### src/rtl/pwr_cntr_bank.sv
// pwr_cntr_bank: bank of NCH saturating edge counters used for power
// estimation of library cells under test. Channels are read back one at a
// time through an RD/DIR request that answers with a single-cycle VALID
// pulse. The first clock edge after reset only arms the edge detector.
//
// Optional feature, guarded by the macro PWR_CNTR_SNAPSHOT_EN: adds a SNAP
// input and a shadow copy of all counters and overflow flags. Reads then
// return the shadow contents instead of the live counters.
module pwr_cntr_bank #(
  parameter int NCH  = 5,   // monitored channels, 1..256
  parameter int W    = 32,  // counter width, 4..32
  parameter int AW   = 3,   // address width, 2**AW >= NCH
  parameter int MODE = 0    // 0: both edges, 1: rising edges only
) (
  input  logic           CLK,
  input  logic           RESET_N,
  input  logic           ENB,
  input  logic [NCH-1:0] SIG,
  input  logic           CLR,
  input  logic           RD,
  input  logic [AW-1:0]  DIR,
`ifdef PWR_CNTR_SNAPSHOT_EN
  input  logic           SNAP,
`endif
  output logic [W-1:0]   DATO,
  output logic           VALID,
  output logic           OVF,
  output logic           ERR
);

  logic [NCH-1:0] prev_q;
  logic           arm_q;
  logic [NCH-1:0] edge_vec;
  logic [W-1:0]   cnt_q [NCH];
  logic [W-1:0]   cnt_d [NCH];
  logic [NCH-1:0] ovf_q;
  logic [NCH-1:0] ovf_d;

  // Read request stage (captured on the RD edge) and output stage.
  logic           rd_pend_q;
  logic [W-1:0]   rd_dat_q;
  logic           rd_ovf_q;
  logic           rd_err_q;
  logic           valid_q;
  logic [W-1:0]   dato_q;
  logic           ovf_out_q;
  logic           err_q;

  // Combinational read-select result.
  logic [W-1:0]   sel_cnt;
  logic           sel_ovf;
  logic           sel_hit;

`ifdef PWR_CNTR_SNAPSHOT_EN
  logic [W-1:0]   shd_q [NCH];
  logic [NCH-1:0] shd_ovf_q;
`endif

  // Edge detection and next-state of every counter: CLR wins over counting,
  // counting saturates at all-ones and raises the sticky overflow flag.
  always_comb begin
    // NOTE: every variable gets a default before any branch so no latch is inferred.
    edge_vec = (MODE == 1) ? (SIG & ~prev_q) : (SIG ^ prev_q);
    for (int i = 0; i < NCH; i++) begin
      cnt_d[i] = cnt_q[i];
      ovf_d[i] = ovf_q[i];
      if (CLR) begin
        cnt_d[i] = '0;
        ovf_d[i] = 1'b0;
      end else if (ENB && arm_q && edge_vec[i]) begin
        if (&cnt_q[i]) ovf_d[i] = 1'b1;
        else           cnt_d[i] = cnt_q[i] + W'(1);
      end
    end
  end

  // Counter, overflow, previous-sample and arm registers.
  always_ff @(posedge CLK or negedge RESET_N) begin
    if (!RESET_N) begin
      prev_q <= '0;
      arm_q  <= 1'b0;
      ovf_q  <= '0;
      // NOTE: the counter array is a register file that must read zero after
      // reset, so each entry is reset explicitly rather than left to a RAM.
      for (int i = 0; i < NCH; i++) cnt_q[i] <= '0;
    end else begin
      // NOTE: non-blocking assignments keep every register updating from
      // pre-edge values, which is what gives reads their pre-update snapshot.
      prev_q <= SIG;
      arm_q  <= 1'b1;
      ovf_q  <= ovf_d;
      for (int i = 0; i < NCH; i++) cnt_q[i] <= cnt_d[i];
    end
  end

`ifdef PWR_CNTR_SNAPSHOT_EN
  // Shadow copy of all live counters, taken atomically on SNAP; CLR leaves it alone.
  always_ff @(posedge CLK or negedge RESET_N) begin
    if (!RESET_N) begin
      shd_ovf_q <= '0;
      for (int i = 0; i < NCH; i++) shd_q[i] <= '0;
    end else if (SNAP) begin
      shd_ovf_q <= ovf_q;
      for (int i = 0; i < NCH; i++) shd_q[i] <= cnt_q[i];
    end
  end
`endif

  // Select the addressed channel; an address with no matching channel is out of range.
  always_comb begin
    sel_cnt = '0;
    sel_ovf = 1'b0;
    sel_hit = 1'b0;
    for (int i = 0; i < NCH; i++) begin
      if (DIR == AW'(i)) begin
        sel_hit = 1'b1;
`ifdef PWR_CNTR_SNAPSHOT_EN
        sel_cnt = shd_q[i];
        sel_ovf = shd_ovf_q[i];
`else
        sel_cnt = cnt_q[i];
        sel_ovf = ovf_q[i];
`endif
      end
    end
  end

  // Two-stage read pipeline: capture on the RD edge, present with VALID on the next.
  always_ff @(posedge CLK or negedge RESET_N) begin
    if (!RESET_N) begin
      rd_pend_q <= 1'b0;
      rd_dat_q  <= '0;
      rd_ovf_q  <= 1'b0;
      rd_err_q  <= 1'b0;
      valid_q   <= 1'b0;
      dato_q    <= '0;
      ovf_out_q <= 1'b0;
      err_q     <= 1'b0;
    end else begin
      rd_pend_q <= RD;
      if (RD) begin
        rd_dat_q <= sel_cnt;
        rd_ovf_q <= sel_ovf;
        rd_err_q <= ~sel_hit;
      end
      valid_q <= rd_pend_q;
      if (rd_pend_q) begin
        dato_q    <= rd_dat_q;
        ovf_out_q <= rd_ovf_q;
        err_q     <= rd_err_q;
      end
    end
  end

  assign DATO  = dato_q;
  assign VALID = valid_q;
  assign OVF   = ovf_out_q;
  assign ERR   = err_q;

endmodule

### config.mk
export PLATFORM = sky130hd
export DESIGN_NAME = pwr_cntr_bank
export DESIGN_NICKNAME = d
export VERILOG_FILES = /design/src/rtl/pwr_cntr_bank.sv
export SDC_FILE = /design/constraint.sdc
export NUM_CORES = 1
export LEC_CHECK = 0
export ABC_AREA = 1
export CORE_ASPECT_RATIO = 1.1
export CORE_MARGIN = 1.5
export CORE_UTILIZATION = 55
export CTS_CLUSTER_DIAMETER = 30
export DETAILED_ROUTE_END_ITERATION = 16
export PLACE_DENSITY = 0.73
export REMOVE_ABC_BUFFERS = 1
export SLEW_MARGIN = 20
export SYNTH_ARGS = -nofsm -noshare
export SYNTH_HDL_FRONTEND = slang
export SYNTH_SLANG_ARGS = --single-unit
### constraint.sdc
create_clock -name CLK -period 4.4 [get_ports CLK]
set_clock_uncertainty 0.1 [all_clocks]
set_input_delay 0.88 -clock CLK [delete_from_list [all_inputs] [get_ports CLK]]
set_output_delay 0.88 -clock CLK [all_outputs]
set_load 0.02 [all_outputs]
* After elaboration in Yosys (flattened, before gate mapping)
Cells that the tools add are included. W data, S select, Z words.
Storage, ports and cells: register bits 241, input port bits 13, output and inout bits 35, logic and storage cells 113
Operators by class: $add $sub $neg 5, equality and inequality tests 9, muxes and demuxes 45, bitwise gates (word level) 2, reduce and logical (&&, ||, !) cells 32
Operator list (number):
- $mux W32 | 20
- $add A32 B1 Y32 const B | 5
- $reduce_and A32 Y1 | 5
- $mux W1 | 25
- $reduce_and A2 Y1 | 10
- $reduce_bool A2 Y1 | 10
- $ne A2 B2 Y1 const B | 5
- $eq A3 B2 Y1 const B | 2
- $logic_and A1 B1 Y1 | 6
- $xor A5 B5 Y5 | 1
- $eq A3 B1 Y1 const B | 1
- $eq A3 B3 Y1 const B | 1
- $logic_not A3 Y1 | 1
- $not A1 Y1 | 1

* Longest topological paths before layout
Gate-level depths: netlist of run 1.
word-level depth 7, depth in mapped cells 11, gate-level depth less buffers 10

* Worst setup path after synthesis of run 1
No wires, ideal clock.
kind input -> register, start point input DIR[2], end point register rd_dat_q[8], library setup time 82 ps, arrival 1871 ps, required time 4218 ps, slack 2348 ps, stages on the path 7, path buffers 2, cells stage by stage inv_1 > clkbuf_1 > clkbuf_1 > nand3_1 > nand3_1 > a21oi_1 > a31oi_1
On the way: cells in the longest elaborated chain, start to end 6, elaborated cells on any way between the ends 10, those cells by class eq/ne (4); mux (5); reduce/logical (1)
Ends and longest elaborated chain:
- start, declared | RTL line 21 | input logic [AW-1:0] DIR,
- $logic_not A3 Y1 | RTL line 115 | if (DIR == AW'(i)) begin
- $mux W32 (4 in a row) | RTL line 115
- $mux W32 * | RTL line 115
- end signal, assigned | RTL line 142 | rd_dat_q <= sel_cnt;
- end, declared | RTL line 41 | logic [W-1:0] rd_dat_q;
Mark *: on every way between the ends. The rest lies on a longest branch, timed or not. A chain may end at the register's enable or synchronous reset.

* Worst setup path in the final report of run 1
start point input DIR[2], end point register rd_dat_q[30]
Same word-level chain as after synthesis.

==> summary by stage, run 1 <==
Synth
The biggest area contributor in the post-synthesis netlist is sky130_fd_sc_hd__dfrtp_1. By count the netlist is led by sky130_fd_sc_hd__nand2_1 (817), sky130_fd_sc_hd__nor2_1 (338), sky130_fd_sc_hd__dfrtp_1 (241). The dominant register cell in the synthesized netlist is sky130_fd_sc_hd__dfrtp_1. The number of distinct library cell variants in the gate-level netlist after synthesis is 34. The cell area that synthesis handed to floorplanning was 15230 sq um.

The count of synthesis-stage warnings from yosys is 0. The cell count after synthesis came out at 2258. The top cell type by area accounts for 39.59% of the synthesized area. The fraction of synthesis flops using an asynchronous set or reset pin is 100.0%.

Counting flops and latches in the post-synthesis netlist gives 241. The portion of the post-synthesis area used by sequential elements is 39.59%. sky130_fd_sc_hd__nand2_1 is the most common cell in the netlist.

A synthesized cell averages 6.746 sq um. Ranked by total cell area, the synthesized netlist is headed by sky130_fd_sc_hd__dfrtp_1 (40%), sky130_fd_sc_hd__nand2_1 (20%), sky130_fd_sc_hd__nor2_1 (8.3%), sky130_fd_sc_hd__nand3_1 (7.7%), sky130_fd_sc_hd__o21ai_0 (4.3%). The synthesized design contains 0 enable-type register cells.

STA
The worst path needs 3159 ps of the cycle, external delays included. After layout, the worst path uses 71.81% of the clock period. The tightest hold path in the finished design has a slack of 274.9 ps. The transition at the pin with the smallest max-transition slack is 1042 ps. The final count of pins violating max slew was 0. Timing would allow up to 316.5 MHz. Setup repair after global routing left no endpoint under its margin. In this run the tightest slew margin relative to its limit is 30.29%. The aggregate negative setup slack is 0 ps.

The setup violation total in the final timing report is 0. The number of failing hold endpoints at the final stage is 0.

Global route
The via count of the first global-routing pass is 14150. The global routing usage summed across all routing layers is 33.88%. The first global-routing pass estimated 76150 um of wire.

The total overflow left after global routing is 0. The largest net degree at the start of global routing is 116. The number of antenna violations at the first check in global routing is 1.

Clock network
The number of clock buffers inserted by TritonCTS is 55. At the later pin of the worst-skew pair, clock insertion delay measures 570 ps. The clock transition at the registers of the reported paths is 50 ps. The clock net in this run drives a total of 241 sinks. Counting along the longest clock path gives a buffer depth of 3. After clock tree synthesis, the flow added hold-fix buffers numbering 0. The post-cts sizing count is 0. The CTS root buffer is sky130_fd_sc_hd__clkbuf_16. The CTS tree is done. The H-tree was split into 2 levels. The number of buffers inserted by post-CTS setup repair is 0.

Place
The placed cell area is 15820 sq um. The final weighted congestion of routability-driven global placement is 0.9819. The detailed-placement wirelength estimate is 34780 um. The count of buffers inserted at the top-level ports is 47.

Cells and area
The post-route netlist has 9.548% of its cells at a drive strength greater than 1. The final-stage net count is 2319. The relative area change from synthesis to final layout is 16.68%. The number of antenna diodes in the final layout is 0. The final cell area excluding filler cells is 17770 sq um.

Die
The die covers 28700 sq um. The I/O pin count is 48. The die is 161.7 um wide. For this configuration, the core starts out at a cell density of 56.17%. In this run the standard cell core region covers 27120 sq um. The height of the die is 177.5 um. The initialized floorplan defines 63 standard-cell rows.

Worst setup path
Counting stages on the worst path, the most repeated cell is sky130_fd_sc_hd__o21ai_0. The critical path contains buffers and inverters numbering 2 combined. The highest net fanout along the worst path is 27. For the worst setup path, the data required time is 4790 ps. The largest stage delay on the critical path is 700 ps. The nature of the critical path endpoint is a flop.

The critical path goes through clkdlybuf4s50_1 -> inv_1 -> nand2_1 -> o22ai_1 -> o21ai_0 -> o21ai_0. By startpoint and endpoint, the worst setup path is classified as input port to flop. The worst setup path is launched from an input port.

The family of cells with the greatest summed delay on the critical path is buffers and inverters. The slowest stage of the critical path is the sky130_fd_sc_hd__nand2_1 cell. Data arrives at the worst endpoint at 3550 ps.

Power
The total power consumption of the routed design is 7.081 mW. The worst IR drop on VDD is 0.4306 mV. The power per standard cell area is 398.4 nW/um^2. Summed over all cells, the static leakage comes to 7.253 nW.

Drt
The overall routed net length is 47980 um. The wire length per cell after detailed routing is 17.75 um. The DRC violations left is 0.

The detail route stage leaves a number of antenna-violating nets equal to 0. The pre-antenna-repair detailed-routing pass consisted of 7 iterations. The DRC violation total after the first TritonRoute iteration is 1595.

The average via count per standard cell is 5.633. The detailed router placed 15230 vias in this run.

Min path
The min-delay analysis places its worst path in the category input port to async pin.

Outcome
The flow ran to the end, and the final reports show no timing, DRC or antenna violations.

Flow run
Across the run, the number of max-cap violations was 0.
[state kept, by name, indices dropped and copies added, names as in the netlist]
register / cells
ovf_q: 5
ERR: 1
rd_pend_q: 1
cnt_q: 160
prev_q: 5
rd_dat_q: 32
arm_q: 1
DATO: 32
rd_ovf_q: 1
OVF: 1
VALID: 1
rd_err_q: 1
[cell usage in the layout, fill, tap and decap left out, types with 6 or more instances in the layout]
master	synthesis	routed
sky130_fd_sc_hd__dfrtp_1	241	241
sky130_fd_sc_hd__mux2_2	34	34
sky130_fd_sc_hd__o21ai_0	131	131
sky130_fd_sc_hd__clkbuf_1	41	7
sky130_fd_sc_hd__nand2_2	12	12
sky130_fd_sc_hd__clkbuf_16	0	56
sky130_fd_sc_hd__nand3_1	233	233
sky130_fd_sc_hd__o21ai_2	32	32
sky130_fd_sc_hd__clkbuf_8	0	8
sky130_fd_sc_hd__or2_2	14	14
sky130_fd_sc_hd__a21oi_1	11	11
sky130_fd_sc_hd__clkdlybuf4s50_1	0	46
sky130_fd_sc_hd__bufinv_16	0	8
sky130_fd_sc_hd__nor2_1	338	336
sky130_fd_sc_hd__inv_1	173	173
sky130_fd_sc_hd__clkinv_2	0	6
sky130_fd_sc_hd__nand4_1	12	12
sky130_fd_sc_hd__o22ai_1	20	20
sky130_fd_sc_hd__nor2_4	9	9
sky130_fd_sc_hd__xnor2_1	10	10
sky130_fd_sc_hd__o21ai_1	40	40
sky130_fd_sc_hd__nand2_1	817	817
sky130_fd_sc_hd__xor2_1	24	24
sky130_fd_sc_hd__clkinvlp_4	0	9
sky130_fd_sc_hd__o2111ai_1	7	7
sky130_fd_sc_hd__buf_4	11	15
[logic make-up (layout without fill, tap and decap cells)]
| kind of cell | count (synthesis) | in the layout | synth area share [%] |
|---|---|---|---|
| muxes | 34 | 34 | 2.514 |
| other | 1 | 1 | 0.02462 |
| adders and majority gates | 5 | 5 | 0.4107 |
| AOI/OAI and AO/OA | 248 | 248 | 9.381 |
| buffers and inverters | 254 | 342 | 7.491 |
| DFF | 241 | 241 | 39.59 |
| xor gates and xnor gates | 34 | 34 | 1.955 |
| and+or+nand+nor | 1441 | 1441 | 38.63 |
[area by class of cell]
type                       count  area [sq um]
fill                        2400          9343
multi-input combinational   1763          8065
sequential                   241          6031
clock buffer                  71          1538
inverter                     177         666.9
timing repair buffer          63         608.1
tap                          357         446.7
clock inverter                31         417.9
[metal layers]
metal	track usage, %	share of wire, %	vias to the layer above
li1	-	-	7338
met1	43.75	41	7168
met2	56.67	47	594
met3	6.146	7.9	124
met4	12.92	3.8	2
met5	0	0.025	-
[through the flow]
| stage | cells | setup WS (ps) | utilization (%) |
|---|---|---|---|
| 2_1_floorplan | 2181 | 861.2 | - |
| 3_3_place_gp | 2601 | 782.1 | 58.33 |
| 3_5_place_dp | 2601 | 752.2 | 58.33 |
| 4_1_cts | 2703 | 1334 | 65.55 |
| 5_1_grt | 2703 | 1089 | 65.55 |
| 6_report | 2703 | 1241 | 65.55 |
[where the power goes]
group          leakage [nW]  internal, mW  switching, mW
clock network         0.932          2.92           1.35
registers              3.29          2.29         0.0759
logic                  3.03         0.139          0.300
[path summary, 6_finish.rpt]
path | slack [ps] | start | to | cells after the start
worst min register to register | 390 | rd_dat_q[15] | rd_dat_q[15] | 2
min in group CLK | 390 | rd_dat_q[15] | rd_dat_q[15] | 2
worst max-delay path | 1240 | DIR[2] | rd_dat_q[30] | 6
worst max register to register | 1500 | cnt_q[32] | cnt_q[52] | 9
max in group asynchronous | 2930 | RESET_N | DATO[1] | 2
worst min-delay path | 270 | RESET_N | cnt_q[158] | 1
Power figures use the tool's default switching activity.
==> run 2, diff against run 1 <==
clock period = 3.2 ns   (was 4.4 ns; I/O delays follow)
==> summary by stage, run 2 (synthesized netlist as in run 1, its figures left out) <==
Outcome
The run finished with clean final reports.

Power
The share of total power in the clock network is 59.3%. The relative contribution of combinational cells to total power is 6.5%. The worst IR drop on VDD is 0.4925 mV. In this run the power density over the cells is 533.6 nW/um^2. The internal portion of the total power is 7.260 mW. The share of total power dissipated in sequential elements is 34.1%. The switching share of power is 23.98%. The switching power is 2.290 mW.

The standby leakage power is 7.332 nW. The design draws 9.550 mW.

Die
The initial utilization of the core area, before any placement, comes to 56.17%. The I/O pin count is 48. The floorplan step set the die width to 161.7 um. In this run the core area contains 63 standard-cell rows. The height of the die is 177.5 um.

The core area is 27120 sq um. The full die area is 28700 sq um.

Worst setup path
The most numerous cell type found on the critical path is sky130_fd_sc_hd__nand2_2. The startpoint identified for the worst register-to-register timing path is cnt_q[32]. Across all register-to-register paths, the minimum setup slack is 540 ps. The end of the worst register-to-register path is cnt_q[44]. In this design, the stage delay of the slowest critical-path cell is 540 ps. Among all stages on the critical path, the largest delay is contributed by sky130_fd_sc_hd__dfrtp_1. Walking the worst path, the cells encountered are ha_1 -> nand2_2 -> nor2_4 -> nand2_2 -> nor2_4 -> nand3_2 -> nand2_2 -> inv_1 -> nand2_1 -> nand2_1. The worst setup path is launched from a flop. The highest net fanout along the worst path is 24. By startpoint and endpoint, the worst setup path is classified as flop to flop. Counting cells, the worst reg-to-reg path comes to 10. The nature of the critical path endpoint is a flop. Data on the critical path is required at its endpoint by 3550 ps. The arrival time of data at the critical path endpoint is 3010 ps.

Cells and area
The relative area change from synthesis to final layout is 17.50%. In the layout the commonest cells are sky130_fd_sc_hd__nand2_1 (817), sky130_fd_sc_hd__nor2_1 (336), sky130_fd_sc_hd__dfrtp_1 (241). The commonest non-fill, non-tap cell in the layout is sky130_fd_sc_hd__nand2_1. The number of flip-flops in the largest register is 160. Cells with a size suffix above 1 make up 9.831% of the layout. The final core area utilization is 66.00%. The final antenna diode count is 0.

In the final design database the tool counted 2334 nets. The register with the most flip-flops in the final layout is cnt_q. Once layout is complete, the cells apart from fillers number 2717.

The final cell area excluding filler cells is 17900 sq um.

STA
Measured against its own limit, the worst slew margin works out to 34.46%. The transition at the pin with the smallest max-transition slack is 982.0 ps. Once routing completed, OpenROAD measured the worst setup slack at 541.0 ps. The final count of pins violating max slew is 0. Setup total negative slack on the finished layout was measured at 0 ps. The clock period minus worst slack is 2659 ps.

The number of failing hold endpoints at the final stage is 0. Setup violations remaining at the end of the flow were counted as 0. The minimum hold slack is 388.8 ps. The ratio of final minimum period to clock period is 83.09%. Static timing analysis puts the maximum clock frequency at 376.1 MHz.

Setup repair after global routing left no endpoint under its margin.

Global route
The total global routing overflow is 0. Entering global routing, the biggest net connects 63 pins. The via count of the first global-routing pass came to 14630.

The first global-routing pass estimated 77190 um of wire. The number of antenna violations at the first check in global routing is 0. Global routing used 34.37% of the available tracks across all layers.

Clock network
In this run, CTS created clock tree buffers numbering 54. CTS saw 241 sinks. The number of buffers inserted by post-CTS setup repair is 0.

The CTS root buffer is sky130_fd_sc_hd__clkbuf_16. The clock transition at the registers of the reported paths is 50 ps. After clock tree synthesis, the repair step resized 0 gates. The H-tree was split into 2 levels. TritonCTS built the clock tree.

The clock tree buffer depth is 3. For the worst-skew pair, the clock arrives at the later sink with an insertion delay of 570 ps.

Place
In this run, placement finished with an instance count of 2616. The placed cell area is 16010 sq um. During placement, the flow inserted port buffers numbering 47.

Summed over all nets, the half-perimeter wirelength after detailed placement is 35330 um. The final weighted congestion of routability-driven global placement is 1.040. At the placement stage, the worst setup path has a slack of 353.1 ps.

Min path
The path with the worst hold slack has its endpoint at rd_dat_q[13]. The worst hold path belongs to the class flop to flop. The startpoint identified for the worst hold timing path is rd_dat_q[13].

The worst hold path cell count is 2.

Drt
The number of iterations in the first detailed-routing pass is 6. The post-detailed-route count of antenna-violating nets is 0. After detailed routing, the average wire length per cell comes to 17.55 um. The final route contains 15270 vias. The DRC violation total after the first TritonRoute iteration is 1575. Wires add up to 47670 um.

The average via count per standard cell is 5.619. The DRC violations left is 0.

Flow run
The max-cap check violation count is 0.
==> run 2: layer usage <==
layer | share of wire [%] | GRT usage, %
met5 | 0 | 0
met4 | 5.0 | 16.97
met3 | 7.9 | 6.567
met2 | 46 | 56.12
met1 | 41 | 43.80
==> run 2: power groups by stage <==
stage	Clock [mW]	Combinational [mW]	Sequential, mW
finish	5.67	0.624	3.26
global route	5.87	0.684	3.27
CTS	5.72	0.626	3.26
detailed placement	0	0.618	3.30
global placement	0	0.605	3.30
floorplan	0	0.260	3.31
==> run 2: worst max-delay path, delay by kind of cell (launching register included) <==
family / cells / cell delay [ps]
buffers and inverters: 1 / 260
adders and majority gates: 1 / 340
and+or+nand+nor: 8 / 1290
DFF: 1 / 540
==> run 2: worst max path at each step <==
stage,end,from
finish,cnt_q[44],cnt_q[32]
global route,cnt_q[44],cnt_q[32]
global placement,cnt_q[44],CLR
floorplan,cnt_q[41],CLR
detailed placement,cnt_q[48],ENB
CTS,cnt_q[37],cnt_q[32]
==> run 2: what timing repair did <==
item,4_1_cts,5_1_grt
hold buffers,1,0
endpoints found under the setup margin,0,0
hold endpoints to repair,58,0
==> run 2: layout make-up <==
class	count	area, sq um
Clock inverter	24	336.6
Timing Repair Buffer	79	805.8
Inverter	177	666.9
Fill cell	2343	9219
Clock buffer	76	1545
Multi-Input combinational cell	1763	8065
Sequential cell	241	6031
Tap cell	357	446.7
